`config.mk`:
```
export PLATFORM = sky130hd
export DESIGN_NAME = hdlc_rx_frame_fifo_flat
export DESIGN_NICKNAME = d
export VERILOG_FILES = /design/src/rtl/hdlc_rx_frame_fifo_pkg.sv /design/src/rtl/hdlc_rx_frame_fifo_if.sv /design/src/rtl/hdlc_desc_fifo.sv /design/src/rtl/hdlc_rx_frame_fifo.sv /design/src/flat_wrapper.sv
export SDC_FILE = /design/constraint.sdc
export NUM_CORES = 1
export LEC_CHECK = 0
export BUFFER_PORTS_ARGS = -buffer_cell sky130_fd_sc_hd__buf_2
export CAP_MARGIN = 15
export CORE_MARGIN = 2
export CORE_UTILIZATION = 45
export CTS_CLUSTER_SIZE = 30
export DETAILED_ROUTE_END_ITERATION = 16
export MAX_ROUTING_LAYER = met4
export PLACE_DENSITY = 0.62
export SLEW_MARGIN = 5
export SYNTH_ARGS = -nofsm -noshare
export SYNTH_HDL_FRONTEND = slang
export SYNTH_SLANG_ARGS = --single-unit
```
`constraint.sdc`:
```
create_clock -name Clk -period 5.8 [get_ports Clk]
set_clock_uncertainty 0.2 [all_clocks]
set_input_delay 0.29 -clock Clk [delete_from_list [all_inputs] [get_ports Clk]]
set_output_delay 0.29 -clock Clk [all_outputs]
set_load 0.05 [all_outputs]
```
`src/rtl/hdlc_rx_frame_fifo_pkg.sv`:
```
// hdlc_rx_frame_fifo_pkg: shared defaults and write-FSM state type for the HDLC Rx frame buffer
package hdlc_rx_frame_fifo_pkg;
  localparam int DATA_W_DEF = 8;
  localparam int DEPTH_DEF = 128;
  localparam int MAX_FRAMES_DEF = 4;
  typedef enum logic [1:0] {IDLE, RECV, DISCARD} wr_state_t;
endpackage

```
`src/rtl/hdlc_rx_frame_fifo_if.sv`:
```
// hdlc_rx_frame_fifo_if: Rx-channel write side and bus read side of the frame buffer
interface hdlc_rx_frame_fifo_if #(
  parameter int DATA_W = hdlc_rx_frame_fifo_pkg::DATA_W_DEF,
  parameter int DEPTH = hdlc_rx_frame_fifo_pkg::DEPTH_DEF,
  parameter int MAX_FRAMES = hdlc_rx_frame_fifo_pkg::MAX_FRAMES_DEF
);
  localparam int FSIZE_W = $clog2(DEPTH + 1);
  localparam int FCNT_W = $clog2(MAX_FRAMES + 1);
  logic Wr_Start, Wr_Valid, Wr_EoF, Wr_Drop, Rd_En, Rd_Flush;
  logic [DATA_W-1:0] Wr_Data, Rd_Data;
  logic Rd_Ready, Rd_FrameDone, Overflow;
  logic [FSIZE_W-1:0] Rd_FrameSize;
  logic [FCNT_W-1:0] Frames;
  modport master (
    output Wr_Start, Wr_Valid, Wr_Data, Wr_EoF, Wr_Drop, Rd_En, Rd_Flush,
    input Rd_Data, Rd_Ready, Rd_FrameSize, Rd_FrameDone, Overflow, Frames
  );
  modport slave (
    input Wr_Start, Wr_Valid, Wr_Data, Wr_EoF, Wr_Drop, Rd_En, Rd_Flush,
    output Rd_Data, Rd_Ready, Rd_FrameSize, Rd_FrameDone, Overflow, Frames
  );
endinterface

```
`src/rtl/hdlc_desc_fifo.sv`:
```
// hdlc_desc_fifo: queue of committed frame sizes; head is the frame currently being read
module hdlc_desc_fifo #(
  parameter int W = 8,
  parameter int N = 4
) (
  input  logic clk,
  input  logic rst_n,
  input  logic push_i,
  input  logic pop_i,
  input  logic [W-1:0] din_i,
  output logic [W-1:0] head_o,
  output logic full_o,
  output logic empty_o,
  output logic [$clog2(N+1)-1:0] count_o
);
  localparam int CW = $clog2(N + 1);
  localparam int IW = N > 1 ? $clog2(N) : 1;
  localparam logic [IW-1:0] LAST = IW'(N - 1);
  logic [W-1:0] mem_q [N];
  logic [IW-1:0] rd_q, wr_q;
  logic [CW-1:0] cnt_q;
  always_ff @(posedge clk or negedge rst_n) begin
    if (!rst_n) begin
      rd_q <= '0;
      wr_q <= '0;
      cnt_q <= '0;
    end else begin
      if (push_i) wr_q <= wr_q == LAST ? '0 : wr_q + 1'b1;
      if (pop_i) rd_q <= rd_q == LAST ? '0 : rd_q + 1'b1;
      cnt_q <= cnt_q + CW'(push_i) - CW'(pop_i);
    end
  end
  always_ff @(posedge clk) begin
    if (push_i) mem_q[wr_q] <= din_i;
  end
  assign head_o = mem_q[rd_q];
  assign full_o = cnt_q == CW'(N);
  assign empty_o = cnt_q == '0;
  assign count_o = cnt_q;
endmodule

```
`src/rtl/hdlc_rx_frame_fifo.sv`:
```
// hdlc_rx_frame_fifo: circular byte store holding whole HDLC frames; dropped/overflowed frames are rewound
module hdlc_rx_frame_fifo
  import hdlc_rx_frame_fifo_pkg::*;
#(
  parameter int DATA_W = DATA_W_DEF,
  parameter int DEPTH = DEPTH_DEF,
  parameter int MAX_FRAMES = MAX_FRAMES_DEF
) (
  input logic Clk,
  input logic Rst,
  hdlc_rx_frame_fifo_if.slave bus
);
  localparam int AW = $clog2(DEPTH);
  localparam int PW = AW + 1;
  localparam int FSIZE_W = $clog2(DEPTH + 1);
  wr_state_t state_q, state_d;
  logic [PW-1:0] wr_ptr_q, wr_ptr_d, wr_commit_q, wr_commit_d, rd_ptr_q, rd_ptr_d;
  logic [FSIZE_W-1:0] cur_size_q, cur_size_d, cons_q, cons_d, head, remaining, size_fin;
  logic [DATA_W-1:0] mem_q [DEPTH];
  logic ovf_q, ovf_d, done_q, push, pop, take, full, d_full, d_empty, ready, in_recv;
  assign full = (wr_ptr_q - rd_ptr_q) == PW'(DEPTH);
  assign take = in_recv && bus.Wr_Valid && !full;
  assign size_fin = cur_size_q + FSIZE_W'(take);
  assign ready = !d_empty;
  assign remaining = head - cons_q;
  always_ff @(posedge Clk or negedge Rst) begin
    if (!Rst) begin
      state_q <= IDLE;
      wr_ptr_q <= '0;
      wr_commit_q <= '0;
      rd_ptr_q <= '0;
      cur_size_q <= '0;
      cons_q <= '0;
      ovf_q <= 1'b0;
      done_q <= 1'b0;
    end else begin
      state_q <= state_d;
      wr_ptr_q <= wr_ptr_d;
      wr_commit_q <= wr_commit_d;
      rd_ptr_q <= rd_ptr_d;
      cur_size_q <= cur_size_d;
      cons_q <= cons_d;
      ovf_q <= ovf_d;
      done_q <= pop;
    end
  end
  always_ff @(posedge Clk) begin
    if (take) mem_q[wr_ptr_q[AW-1:0]] <= bus.Wr_Data;
  end
  always_comb begin
    state_d = state_q;
    if (bus.Wr_Drop) state_d = IDLE;
    else if (bus.Wr_Start) state_d = RECV;
    else if (state_q == RECV) state_d = bus.Wr_EoF ? IDLE : (bus.Wr_Valid && full) ? DISCARD : RECV;
    else if (state_q == DISCARD && bus.Wr_EoF) state_d = IDLE;
  end
  // Start/Drop/overflow all rewind to the last committed frame boundary.
  always_comb begin
    in_recv = state_q == RECV && !bus.Wr_Drop && !bus.Wr_Start;
    ovf_d = in_recv && ((bus.Wr_Valid && full) || (bus.Wr_EoF && size_fin != '0 && d_full));
    push = in_recv && bus.Wr_EoF && !ovf_d && size_fin != '0;
    wr_commit_d = push ? wr_ptr_q + PW'(take) : wr_commit_q;
    wr_ptr_d = (bus.Wr_Drop || bus.Wr_Start || ovf_d) ? wr_commit_q : wr_ptr_q + PW'(take);
    cur_size_d = bus.Wr_Start ? '0 : size_fin;
    pop = ready && (bus.Rd_Flush || (bus.Rd_En && remaining == FSIZE_W'(1)));
    rd_ptr_d = !ready ? rd_ptr_q : bus.Rd_Flush ? rd_ptr_q + PW'(remaining) : rd_ptr_q + PW'(bus.Rd_En);
    cons_d = pop ? '0 : cons_q + FSIZE_W'(ready && bus.Rd_En);
  end
  hdlc_desc_fifo #(.W(FSIZE_W), .N(MAX_FRAMES)) u_desc (
    .clk(Clk),
    .rst_n(Rst),
    .push_i(push),
    .pop_i(pop),
    .din_i(size_fin),
    .head_o(head),
    .full_o(d_full),
    .empty_o(d_empty),
    .count_o(bus.Frames)
  );
  assign bus.Rd_Data = ready ? mem_q[rd_ptr_q[AW-1:0]] : '0;
  assign bus.Rd_Ready = ready;
  assign bus.Rd_FrameSize = ready ? head : '0;
  assign bus.Rd_FrameDone = done_q;
  assign bus.Overflow = ovf_q;
endmodule
```
`src/flat_wrapper.sv`:
```
// flat-port wrapper written by rule: the top's interface ports become plain ports
module hdlc_rx_frame_fifo_flat import hdlc_rx_frame_fifo_pkg::*;
#(
  parameter int DATA_W = DATA_W_DEF,
  parameter int DEPTH = DEPTH_DEF,
  parameter int MAX_FRAMES = MAX_FRAMES_DEF
)
  (Clk, Rst, bus_Wr_Start, bus_Wr_Valid, bus_Wr_Data, bus_Wr_EoF, bus_Wr_Drop, bus_Rd_En, bus_Rd_Flush, bus_Rd_Data, bus_Rd_Ready, bus_Rd_FrameSize, bus_Rd_FrameDone, bus_Overflow, bus_Frames);
  hdlc_rx_frame_fifo_if #(.DATA_W(DATA_W), .DEPTH(DEPTH), .MAX_FRAMES(MAX_FRAMES)) bus_i ();
  input logic Clk;
  input logic Rst;
  input wire logic [$bits(bus_i.Wr_Start)-1:0] bus_Wr_Start;
  input wire logic [$bits(bus_i.Wr_Valid)-1:0] bus_Wr_Valid;
  input wire logic [$bits(bus_i.Wr_Data)-1:0] bus_Wr_Data;
  input wire logic [$bits(bus_i.Wr_EoF)-1:0] bus_Wr_EoF;
  input wire logic [$bits(bus_i.Wr_Drop)-1:0] bus_Wr_Drop;
  input wire logic [$bits(bus_i.Rd_En)-1:0] bus_Rd_En;
  input wire logic [$bits(bus_i.Rd_Flush)-1:0] bus_Rd_Flush;
  output wire logic [$bits(bus_i.Rd_Data)-1:0] bus_Rd_Data;
  output wire logic [$bits(bus_i.Rd_Ready)-1:0] bus_Rd_Ready;
  output wire logic [$bits(bus_i.Rd_FrameSize)-1:0] bus_Rd_FrameSize;
  output wire logic [$bits(bus_i.Rd_FrameDone)-1:0] bus_Rd_FrameDone;
  output wire logic [$bits(bus_i.Overflow)-1:0] bus_Overflow;
  output wire logic [$bits(bus_i.Frames)-1:0] bus_Frames;
  assign bus_i.Wr_Start = bus_Wr_Start;
  assign bus_i.Wr_Valid = bus_Wr_Valid;
  assign bus_i.Wr_Data = bus_Wr_Data;
  assign bus_i.Wr_EoF = bus_Wr_EoF;
  assign bus_i.Wr_Drop = bus_Wr_Drop;
  assign bus_i.Rd_En = bus_Rd_En;
  assign bus_i.Rd_Flush = bus_Rd_Flush;
  assign bus_Rd_Data = bus_i.Rd_Data;
  assign bus_Rd_Ready = bus_i.Rd_Ready;
  assign bus_Rd_FrameSize = bus_i.Rd_FrameSize;
  assign bus_Rd_FrameDone = bus_i.Rd_FrameDone;
  assign bus_Overflow = bus_i.Overflow;
  assign bus_Frames = bus_i.Frames;
  hdlc_rx_frame_fifo #(.DATA_W(DATA_W), .DEPTH(DEPTH), .MAX_FRAMES(MAX_FRAMES)) u_core (.Clk(Clk), .Rst(Rst), .bus(bus_i));
endmodule
```
# Yosys cells after proc, flatten, opt, wreduce, memory -nomap -nowiden
# Memory sizes are Yosys's and may differ from the RTL's.
# Cells that the tools add are included.
# totals
mem_bits_ro,0
register_bits,51
mem_bits_rw,1056
mem_count,2
elab_cells,76
latchBits,0
# memory_table
name,words,word_bits,read_ports,rd_ports_with_merged_regs,wr,line,text
u_core.mem_q,128,8,1,0,1,hdlc_rx_frame_fifo.sv:19,logic [DATA_W-1:0] mem_q [DEPTH];
u_core.u_desc.mem_q,4,8,1,0,1,hdlc_desc_fifo.sv:19,logic [W-1:0] mem_q [N];
# classes
n_lt_le_gt_ge,0
div,0
addsub,11
n_shift,0
eq_ne,7
bitwise_logic,0
n_mux,18
multipliers,0
n_reduce_logical,27
# op_table
op,n
2-to-1 mux 8 bit,6
adder 8 x 1 -> 8 bit,4
2-to-1 mux 2 bit,8
subtractor 8 bit,2
logical AND 1 bit,15
adder 8 bit,1
"== test 8 x 1 -> 1 bit, second input constant",1
"== test 8 bit, second input constant",1
nonzero test 8 bit,1
"== test 2 bit, second input constant",3
zero test 1 bit,5
"adder 2 x 1 -> 2 bit, second input constant",2
logical OR 1 bit,4
2-to-1 mux 1 bit,4
nonzero test 4 bit,1
adder 3 x 1 -> 3 bit,1
"== test 3 bit, second input constant",1
zero test 3 bit,1
subtractor 3 x 1 -> 3 bit,1
"== test 2 x 1 -> 1 bit, second input constant",1

# Logic depth before layout (Yosys ltp)
# Gate-level depths: netlist (run 1).
# logic_depth
ltp_word,16
depth_mapped,22

# By module
# A second synthesis (run 1) with hierarchy kept.
# unflattened
hier_cells,2105
hier_area_um2,44300.0
# modules_own_cells
module,area_each_um2,instances,cells_per_inst
hdlc_rx_frame_fifo,42734.7,1,2027
hdlc_desc_fifo,1565.3,1,78

# Least setup slack after synthesis (run 1)
# Ideal clock, no wire load.
# synth_path
path_kind,register to register
from,register u_core.rd_ptr_q[3]
to,register u_core.u_desc.cnt_q[2] (netlist: u_core.u_desc.count_o[2])
setup_ns,0.123
period_less_slack_ns,5.526
arrival_ns,5.203
path_buffers,3
required_ns,5.477
stages_incl_launch_ff,23
path_slack_ns,0.274
cell_sequence,dfrtp_1 -> buf_2 -> inv_2 -> clkbuf_1 -> ha_1 -> nand2_1 -> a211oi_1 -> and2_2 -> or2_2 -> a31oi_4 -> ha_1 -> ha_1 -> or4bb_1 -> o221ai_1 -> o2111ai_1 -> and4_1 -> nand2_1 -> buf_4 -> ha_1 -> inv_1 -> ha_1 -> fa_1 -> xnor2_1
# synth_via
elab_chain_len,15
# synth_lines
element,line,text
from (decl),hdlc_rx_frame_fifo.sv:17,"logic [PW-1:0] wr_ptr_q, wr_ptr_d, wr_commit_q, wr_commit_d, rd_ptr_q, rd_ptr_d;"
from (signal assigned),hdlc_rx_frame_fifo.sv:40,rd_ptr_q <= rd_ptr_d;
subtractor 8 bit (*),hdlc_rx_frame_fifo.sv:21,assign full = (wr_ptr_q - rd_ptr_q) == PW'(DEPTH);
== test 8 bit (*),hdlc_rx_frame_fifo.sv:21,
zero test 1 bit,hdlc_rx_frame_fifo.sv:22,assign take = in_recv && bus.Wr_Valid && !full;
logical AND 1 bit,hdlc_rx_frame_fifo.sv:22,
adder 8 x 1 -> 8 bit,hdlc_rx_frame_fifo.sv:23,assign size_fin = cur_size_q + FSIZE_W'(take);
nonzero test 8 bit,"hdlc_rx_frame_fifo.sv:60, hdlc_rx_frame_fifo.sv:61",
logical AND 1 bit (2 in a row),hdlc_rx_frame_fifo.sv:60,ovf_d = in_recv && ((bus.Wr_Valid && full) || (bus.Wr_EoF && size_fin != '0 && d_full));
logical OR 1 bit,hdlc_rx_frame_fifo.sv:60,
logical AND 1 bit,hdlc_rx_frame_fifo.sv:60,
zero test 1 bit,hdlc_rx_frame_fifo.sv:61,push = in_recv && bus.Wr_EoF && !ovf_d && size_fin != '0;
logical AND 1 bit,hdlc_rx_frame_fifo.sv:61,
logical AND 1 bit (*),hdlc_rx_frame_fifo.sv:61,
adder 3 x 1 -> 3 bit (*),hdlc_desc_fifo.sv:30,cnt_q <= cnt_q + CW'(push_i) - CW'(pop_i);
subtractor 3 x 1 -> 3 bit (*),hdlc_desc_fifo.sv:30,
to (signal assigned),hdlc_desc_fifo.sv:30,
to (decl),hdlc_desc_fifo.sv:21,logic [CW-1:0] cnt_q;
# Every way passes the cells marked *; elsewhere a longest branch is shown, timed or not.
# A chain may end at the register's enable or synchronous reset.

# Worst setup path in the final report (run 1)
# layout_path
from,register u_core.rd_ptr_q[1]
to,output bus_Rd_Data[3]
# layout_via
elab_chain_len,2
# layout_lines
element,line,text
memory read (128 x 8 bit),n/a,
2-to-1 mux 8 bit,hdlc_rx_frame_fifo.sv:80,assign bus.Rd_Data = ready ? mem_q[rd_ptr_q[AW-1:0]] : '0;
to (decl),flat_wrapper.sv:19,output wire logic [$bits(bus_i.Rd_Data)-1:0] bus_Rd_Data;
# Every way passes these cells.

==> impl_metrics.py, run 1 <==
metrics = {
    "routing": {
        "wl_met2_um": 48500,
        "drt_wl_total_um": 99800,
        "top_layer": "met4",
        "drc": 0,
        "wl_met3_um": 6210,
        "ant_nets": 0,
        "drt-vias-per-instance": 5.90,
        "num_vias": 21868,
        "wl_per_cell_um": 26.9,
        "wl_met1_um": 42900,
        "dr.pass1.iters": 5,
        "drt-initial-drc-count": 2374,
    },
    "synthesis": {
        "ys_seq_area_share_pct": 74.7,
        "synth_edf_count": 1056,
        "yosysWarnings": 0,
        "synth_area_mm2": 0.0441,
        "synthCells": 2254,
        "syn_avg_cell_area_um2": 19.6,
        "synth.most_common_cell": "edfxtp_1",
        "syn-num-nets": 2307,
        "synthDistinctLibCells": 64,
        "ys_async_sr_fraction_pct": 4.61,
        "synth_area_leaders": "edfxtp_1 (72%), mux4_2 (12%), dfrtp_1 (2.9%)",
        "synth_ff_type": "edfxtp_1",
        "synth_top_area_share_pct": 71.9,
        "ys_seq_elements": 1107,
        "yosysTopAreaCell": "edfxtp_1",
        "synth_common_cells": "edfxtp_1 (1056), mux4_2 (231), nor2_1 (223)",
    },
    "sta": {
        "timing.fmax_mhz": 177,
        "slew_viol_final": 0,
        "maxSlewHeadroom_pct": 29.2,
        "finalCriticalPeriod_ns": 5.65,
        "hold_viol": 0,
        "tns_ns": 0,
        "period_share_pct": 97.4,
        "rsz0062_at_grt": "false",
        "finalSetupViolCount": 0,
        "worstMarginPinSlew_ns": 1.06,
    },
    "clock_network": {
        "root_buffer": "clkbuf_16",
        "clock-sinks": 1107,
        "cts.path.max_buffers": 3,
        "htree_levels": 3,
        "cts_tree": "built",
        "cts_resized": 0,
        "post_cts_buffers": 0,
        "clk_latency_ns": 0.67,
        "cts_buffers": 107,
        "clkTransAtPathRegs_ns": 0.07,
    },
    "power": {
        "leakagePower_nw": 15.7,
        "p_int_mw": 15.0,
        "peakVddDrop_uv": 1070,
        "combPwrFrac_pct": 30.6,
        "pwr-share-seq_pct": 40.2,
        "switching_share_pct": 32.5,
        "p_sw_mw": 7.20,
        "power.density_mw_per_mm2": 452,
        "clockPowerShare_pct": 29.2,
    },
    "critical_path": {
        "crit_cells": 10,
        "r2r-end": "u_core.u_desc.count_o[2]",
        "crit_fanout": 65,
        "crit_top_cell": "buf_4",
        "cpPeakStageDelay_ns": 0.89,
        "reg2reg_from": "u_core.wr_ptr_q[1]",
        "cp.required_ns": 5.31,
        "start_kind": "flip-flop",
        "critPathArrivalTime_ns": 5.16,
        "crit_family": "buffers and inverters",
        "rr_worst_depth": 18,
        "r2r_slack_ns": 0.35,
        "crit_type": "reg2out",
        "critPathBufInv": 4,
        "critPathSlowestCell": "buf_4",
        "end_kind": "output pin",
        "crit_chain": "buf_4, buf_4, nand2_1, buf_4, o221ai_1, a21oi_1, a22oi_1, nand2_1, o31ai_1, buf_2",
    },
    "worst_hold_path": {
        "min-delay-start": "bus_Wr_Data[2]",
        "min_to": "u_core.mem_q[33][2]",
        "hold_class": "in2reg",
        "holdPathStages": 1,
    },
    "global_routing": {
        "overflow": 0,
        "grt_pass1_vias": 22371,
        "grt_pass1_wl_um": 149000,
        "track_usage_pct": 20.7,
        "antenna_found_initial": 0,
        "grt_max_degree": 108,
    },
    "outcome": {
        "status": "completed",
    },
    "floorplan": {
        "placementRows": 114,
        "io_pins": 38,
        "dieArea_mm2": 0.101,
        "fp.dieH_um": 317,
        "core_mm2": 0.0970,
        "fp.dieW_um": 317,
        "start_util_pct": 45.5,
    },
    "layout": {
        "fillers": 7824,
        "syn_to_final_growth_pct": 11.2,
        "fin_util_pct": 50.6,
        "drive_gt1_share_pct": 20.5,
        "n_antenna_cell": 0,
        "fin_nets": 2397,
    },
    "placement": {
        "gp_congestion": 0.816,
        "hpwl_um": 59600,
        "io_buffers": 37,
    },
    "flow_run": {
        "drv_cap": 0,
    },
}
[through the flow]
step / std cells / hold slack, ns / power, mW / cell area (um^2) / setup slack [ns]
floorplan: 2254 / -0.206 / 13.7 / 44100 / 0.274
global placement: 3499 / 0.251 / 15.9 / 45700 / 0.565
detailed placement: 3499 / 0.268 / 15.9 / 45700 / 0.423
CTS: 3706 / 0.00485 / 22.3 / 49100 / 0.273
global route: 3706 / 0.0247 / 23.0 / 49100 / 0.0245
finish: 3706 / 0.0152 / 22.2 / 49100 / 0.151
[layer usage]
layer  global-route usage, %  vias to the layer above
li1                        -                     9376
met5                       -                        -
met1                    29.1                    11530
met2                    32.3                      815
met3                    2.69                      147
met4                    5.59                        0
[registers in the layout, summed over array words and instances, names as in the netlist, 3 cells and up]
signal,count
u_core.cons_q,8
u_core.cur_size_q,8
u_core.mem_q,1024
u_core.rd_ptr_q,8
u_core.u_desc.count_o,3
u_core.u_desc.mem_q,32
u_core.wr_commit_q,8
u_core.wr_ptr_q,8
[kinds of logic (layout without fill, tap and decap cells)]
family          Yosys count  in the layout  share of synthesized area, %
compound gates          213            213                          3.49
xor+xnor                 40             40                         0.811
fa+ha+maj                37             37                          1.10
buf+inv                 134            310                          1.45
flops                  1107           1107                          74.7
mux                     343            343                          14.4
simple gates            380            380                          4.01
[layout by cell type (no fill, tap or decap), drive strengths merged, types with 3 or more instances in the layout]
| cell | synthesis | routed |
|---|---|---|
| edfxtp | 1056 | 1056 |
| nor2b | 12 | 12 |
| nor4 | 3 | 3 |
| nand3 | 22 | 22 |
| bufinv | 0 | 3 |
| clkinv | 1 | 52 |
| o21ai | 23 | 23 |
| a32oi | 8 | 8 |
| a22oi | 48 | 48 |
| mux2i | 91 | 91 |
| and3 | 7 | 7 |
| mux4 | 231 | 231 |
| nor2 | 228 | 228 |
| nand2 | 55 | 55 |
| xnor2 | 19 | 19 |
| o22ai | 8 | 8 |
| nand2b | 4 | 4 |
| and2 | 17 | 17 |
| clkinvlp | 0 | 7 |
| o221ai | 33 | 33 |
| mux2 | 21 | 21 |
| ha | 34 | 34 |
| a21o | 4 | 4 |
| nor3 | 9 | 9 |
| nor3b | 3 | 3 |
| dfrtp | 51 | 51 |
| buf | 66 | 73 |
| dlygate4sd3 | 0 | 12 |
| a221oi | 16 | 16 |
| xor2 | 21 | 21 |
| inv | 29 | 31 |
| o31ai | 8 | 8 |
| fa | 3 | 3 |
| a21oi | 49 | 49 |
| clkbuf | 38 | 132 |
| nand4 | 14 | 14 |
[power by group through the flow]
stage	clock (mW)	combinational (mW)	sequential, mW
after floorplan	0	4.67	9.08
after detailed placement	0	6.83	9.08
after CTS	6.57	6.86	8.91
after global routing	6.87	7.23	8.92
final	6.48	6.79	8.91
after global placement	0	6.79	9.08
[final cells by class]
type / instances / area (um^2) / share of cell area [%]
Sequential cell: 1107 / 33000 / 67.2
Multi-Input combinational cell: 1013 / 10500 / 21.4
Clock buffer: 132 / 2810 / 5.73
Tap cell: 1276 / 1600 / 3.25
Timing Repair Buffer: 85 / 621 / 1.26
Clock inverter: 63 / 417 / 0.849
Inverter: 30 / 113 / 0.229
[worst max path at each step]
stage | start | to | slack, ns
floorplan | u_core.rd_ptr_q[3] | u_core.u_desc.count_o[2] | 0.27
global placement | u_core.wr_ptr_q[1] | u_core.u_desc.count_o[1] | 0.56
detailed placement | u_core.wr_ptr_q[1] | u_core.u_desc.count_o[1] | 0.42
CTS | u_core.rd_ptr_q[1] | bus_Rd_Data[2] | 0.27
global route | u_core.wr_ptr_q[1] | u_core.u_desc.count_o[1] | 0.02
finish | u_core.rd_ptr_q[1] | bus_Rd_Data[3] | 0.15
[what timing repair did]
item                       in CTS  in global routing
hold buffers                   12                  0
hold endpoints to repair      152                  0
setup endpoints to repair       0                  0
Note: power is estimated with default switching activity, not from simulation.
==> run 2: changes to the inputs <==
- PLACE_DENSITY: 0.62 -> 0.66
- SYNTH_HIERARCHICAL: default -> 1
==> impl_metrics.py, run 2 <==
metrics = {
    "critical_path": {
        "critPathSlowestCell": "buf_6",
        "cp.required_ns": 5.31,
        "critPathArrivalTime_ns": 4.97,
        "crit_type": "reg2out",
        "crit_top_cell": "buf_6",
        "end_kind": "output pin",
        "critPathBufInv": 4,
        "rr_worst_depth": 21,
        "start_kind": "flip-flop",
        "crit_cells": 9,
        "crit_fanout": 72,
        "crit_chain": "buf_4, buf_6, buf_6, mux4_2, mux2i_1, a32oi_1, o211ai_1, o21ai_1, buf_2",
        "cpPeakStageDelay_ns": 0.68,
        "crit_family": "buffers and inverters",
    },
    "sta": {
        "hold_viol": 0,
        "timing.fmax_mhz": 183,
        "period_share_pct": 94.1,
        "rsz0062_at_grt": "false",
        "tns_ns": 0,
        "maxSlewHeadroom_pct": 20.2,
        "slew_viol_final": 0,
        "finalSetupViolCount": 0,
        "finalCriticalPeriod_ns": 5.46,
        "worstMarginPinSlew_ns": 1.19,
    },
    "clock_network": {
        "cts_tree": "built",
        "clk_latency_ns": 0.68,
        "root_buffer": "clkbuf_16",
        "clkTransAtPathRegs_ns": 0.06,
        "post_cts_buffers": 0,
        "htree_levels": 3,
        "cts_buffers": 109,
        "cts.path.max_buffers": 3,
        "clock-sinks": 1107,
    },
    "floorplan": {
        "placementRows": 115,
        "core_mm2": 0.0980,
        "fp.dieH_um": 318,
        "fp.dieW_um": 318,
        "dieArea_mm2": 0.101,
        "start_util_pct": 45.2,
        "io_pins": 38,
    },
    "synthesis": {
        "synth_top_area_share_pct": 71.6,
        "yosysWarnings": 6,
        "synthDistinctLibCells": 54,
        "synth_area_mm2": 0.0443,
        "synth.most_common_cell": "edfxtp_1",
        "ys_async_sr_fraction_pct": 4.61,
        "synth_common_cells": "edfxtp_1 (1056), mux4_2 (312), nor3_1 (134)",
        "synth_ff_type": "edfxtp_1",
        "yosysTopAreaCell": "edfxtp_1",
        "ys_seq_area_share_pct": 74.5,
        "synth_edf_count": 1056,
        "syn-num-nets": 2158,
        "ys_seq_elements": 1107,
        "synthCells": 2105,
        "synth_area_leaders": "edfxtp_1 (72%), mux4_2 (16%), dfrtp_1 (2.9%)",
        "syn_avg_cell_area_um2": 21.0,
    },
    "outcome": {
        "status": "completed",
    },
    "layout": {
        "layout_common_cells": "edfxtp_1 (1056), mux4_2 (312), buf_4 (120), nor3_1 (120), clkbuf_16 (113)",
        "n_antenna_cell": 0,
        "regMostFlops": "u_core/mem_q",
        "syn_to_final_growth_pct": 13.6,
        "drive_gt1_share_pct": 29.4,
        "layout.cells.non_filler": 3683,
        "reg_top3": "u_core/mem_q: 1024 flops, u_core/u_desc/mem_q: 32 flops",
        "postLayoutCellArea_mm2": 0.0503,
        "fin_nets": 2354,
        "final_common_cell": "edfxtp_1",
        "largest_reg_flops": 1024,
    },
    "flow_run": {
        "drv_cap": 0,
    },
    "global_routing": {
        "track_usage_pct": 20.7,
        "grt_pass1_vias": 22189,
        "antenna_found_initial": 4,
        "overflow": 0,
        "grt_max_degree": 109,
        "grt_pass1_wl_um": 150000,
    },
    "routing": {
        "drt-vias-per-instance": 5.90,
        "drc": 0,
        "dr.pass1.iters": 7,
        "drt_wl_total_um": 101000,
        "ant_nets": 0,
        "wl_per_cell_um": 27.4,
        "drt-initial-drc-count": 2526,
        "num_vias": 21733,
    },
    "placement": {
        "io_buffers": 37,
        "hpwl_um": 59900,
        "dp_cells": 3442,
        "place_area_mm2": 0.0465,
        "gp_congestion": 0.818,
    },
    "worst_hold_path": {
        "hold_class": "in2reg",
        "holdPathStages": 1,
    },
    "power": {
        "peakVddDrop_uv": 358,
        "power.density_mw_per_mm2": 444,
        "leakagePower_nw": 16.2,
    },
}
==> run 2: cell types whose count changed in the layout (fill, tap and decap cells not counted), moves of 33 or more <==
| cell | delta |
|---|---|
| a21oi_1 | -37 |
| mux4_2 | +81 |
| mux2i_1 | -73 |
| a22oi_1 | -48 |
| o221ai_1 | -33 |
| buf_4 | +78 |
| nor3_1 | +112 |
| nor2_1 | -173 |
==> run 2: routing by layer <==
metal	up-vias	track usage [%]	part of all wire (%)
met1	11568	28.6	41
met2	835	32.7	49
li1	9168	-	-
met4	0	4.97	2.2
met3	162	3.38	7.4
met5	-	-	0
==> run 2: logic make-up after synthesis <==
kind of cell | after synthesis | synth area share (%)
compound gates | 94 | 1.50
flops | 1107 | 74.5
mux | 349 | 16.8
buf+inv | 145 | 1.72
simple gates | 335 | 3.66
xor+xnor | 38 | 0.751
fa+ha+maj | 37 | 1.10
==> run 2: metrics by stage <==
| step | setup WS [ns] | hold slack, ns | utilization (%) | total power [mW] |
|---|---|---|---|---|
| 6_report | 0.342 | 0.00634 | 51.3 | 22.3 |
| 5_1_grt | 0.106 | 0.0135 | 51.3 | 23.2 |
| 3_5_place_dp | 0.444 | 0.268 | 47.4 | 15.7 |
| 4_1_cts | 0.0140 | 0.00202 | 51.2 | 22.6 |
| 2_1_floorplan | 0.0481 | -0.206 | - | 13.9 |
| 3_3_place_gp | 0.525 | 0.250 | 47.2 | 15.6 |
==> run 2: worst reg2reg max path: stages, from the launching register on <==
cell	delay [ns]
dfrtp_1	0.61
ha_1	0.35
o211a_1	0.25
o31ai_2	0.09
a32oi_1	0.19
xnor2_1	0.20
nand3_1	0.22
nand3_4	0.15
inv_1	0.07
ha_1	0.23
ha_1	0.27
xor2_1	0.21
nor3_1	0.18
nand3_1	0.10
o311a_1	0.31
or3b_1	0.17
buf_4	0.21
inv_1	0.16
ha_1	0.25
fa_1	0.38
xnor2_1	0.14
xnor2_1	0.12
==> run 2: final timing paths <==
check | from | to | slack (ns)
setup / recovery | u_core/rd_ptr_q[1] | bus_Rd_Data[4] | 0.34
max in group asynchronous | Rst | u_core/rd_ptr_q[1] | 4.80
hold / removal | bus_Wr_Data[1] | u_core/mem_q[66][1] | 0.006
hold reg to reg | u_core/rd_ptr_q[7] | u_core/rd_ptr_q[7] | 0.29
setup reg to reg | u_core/wr_ptr_q[2] | u_core/u_desc/count_o[2] | 0.59
min in group asynchronous | Rst | u_core/bus.Rd_FrameDone | 0.07
==> run 2: timing repair <==
| item | in CTS | in global routing |
|---|---|---|
| hold buffers | 14 | 0 |
| endpoints found under the hold margin | 198 | 0 |
| resized for setup | 1 | 1 |
| endpoints found under the setup margin | 8 | 3 |
==> run 2: final cells by class <==
class | instances | area [um^2]
Clock buffer | 138 | 2940
Clock inverter | 68 | 569
Fill cell | 7545 | 47700
Inverter | 34 | 130
Multi-Input combinational cell | 853 | 10700
Sequential cell | 1107 | 33000
Tap cell | 1287 | 1610
Timing Repair Buffer | 196 | 1410
==> run 2: where the power goes <==
part           switching [mW]  leakage, nW  internal [mW]
registers              0.0819         10.1           8.82
clock network            2.95         1.72           3.95
logic                    3.73         4.35           2.80
total                    6.76         16.2           15.6
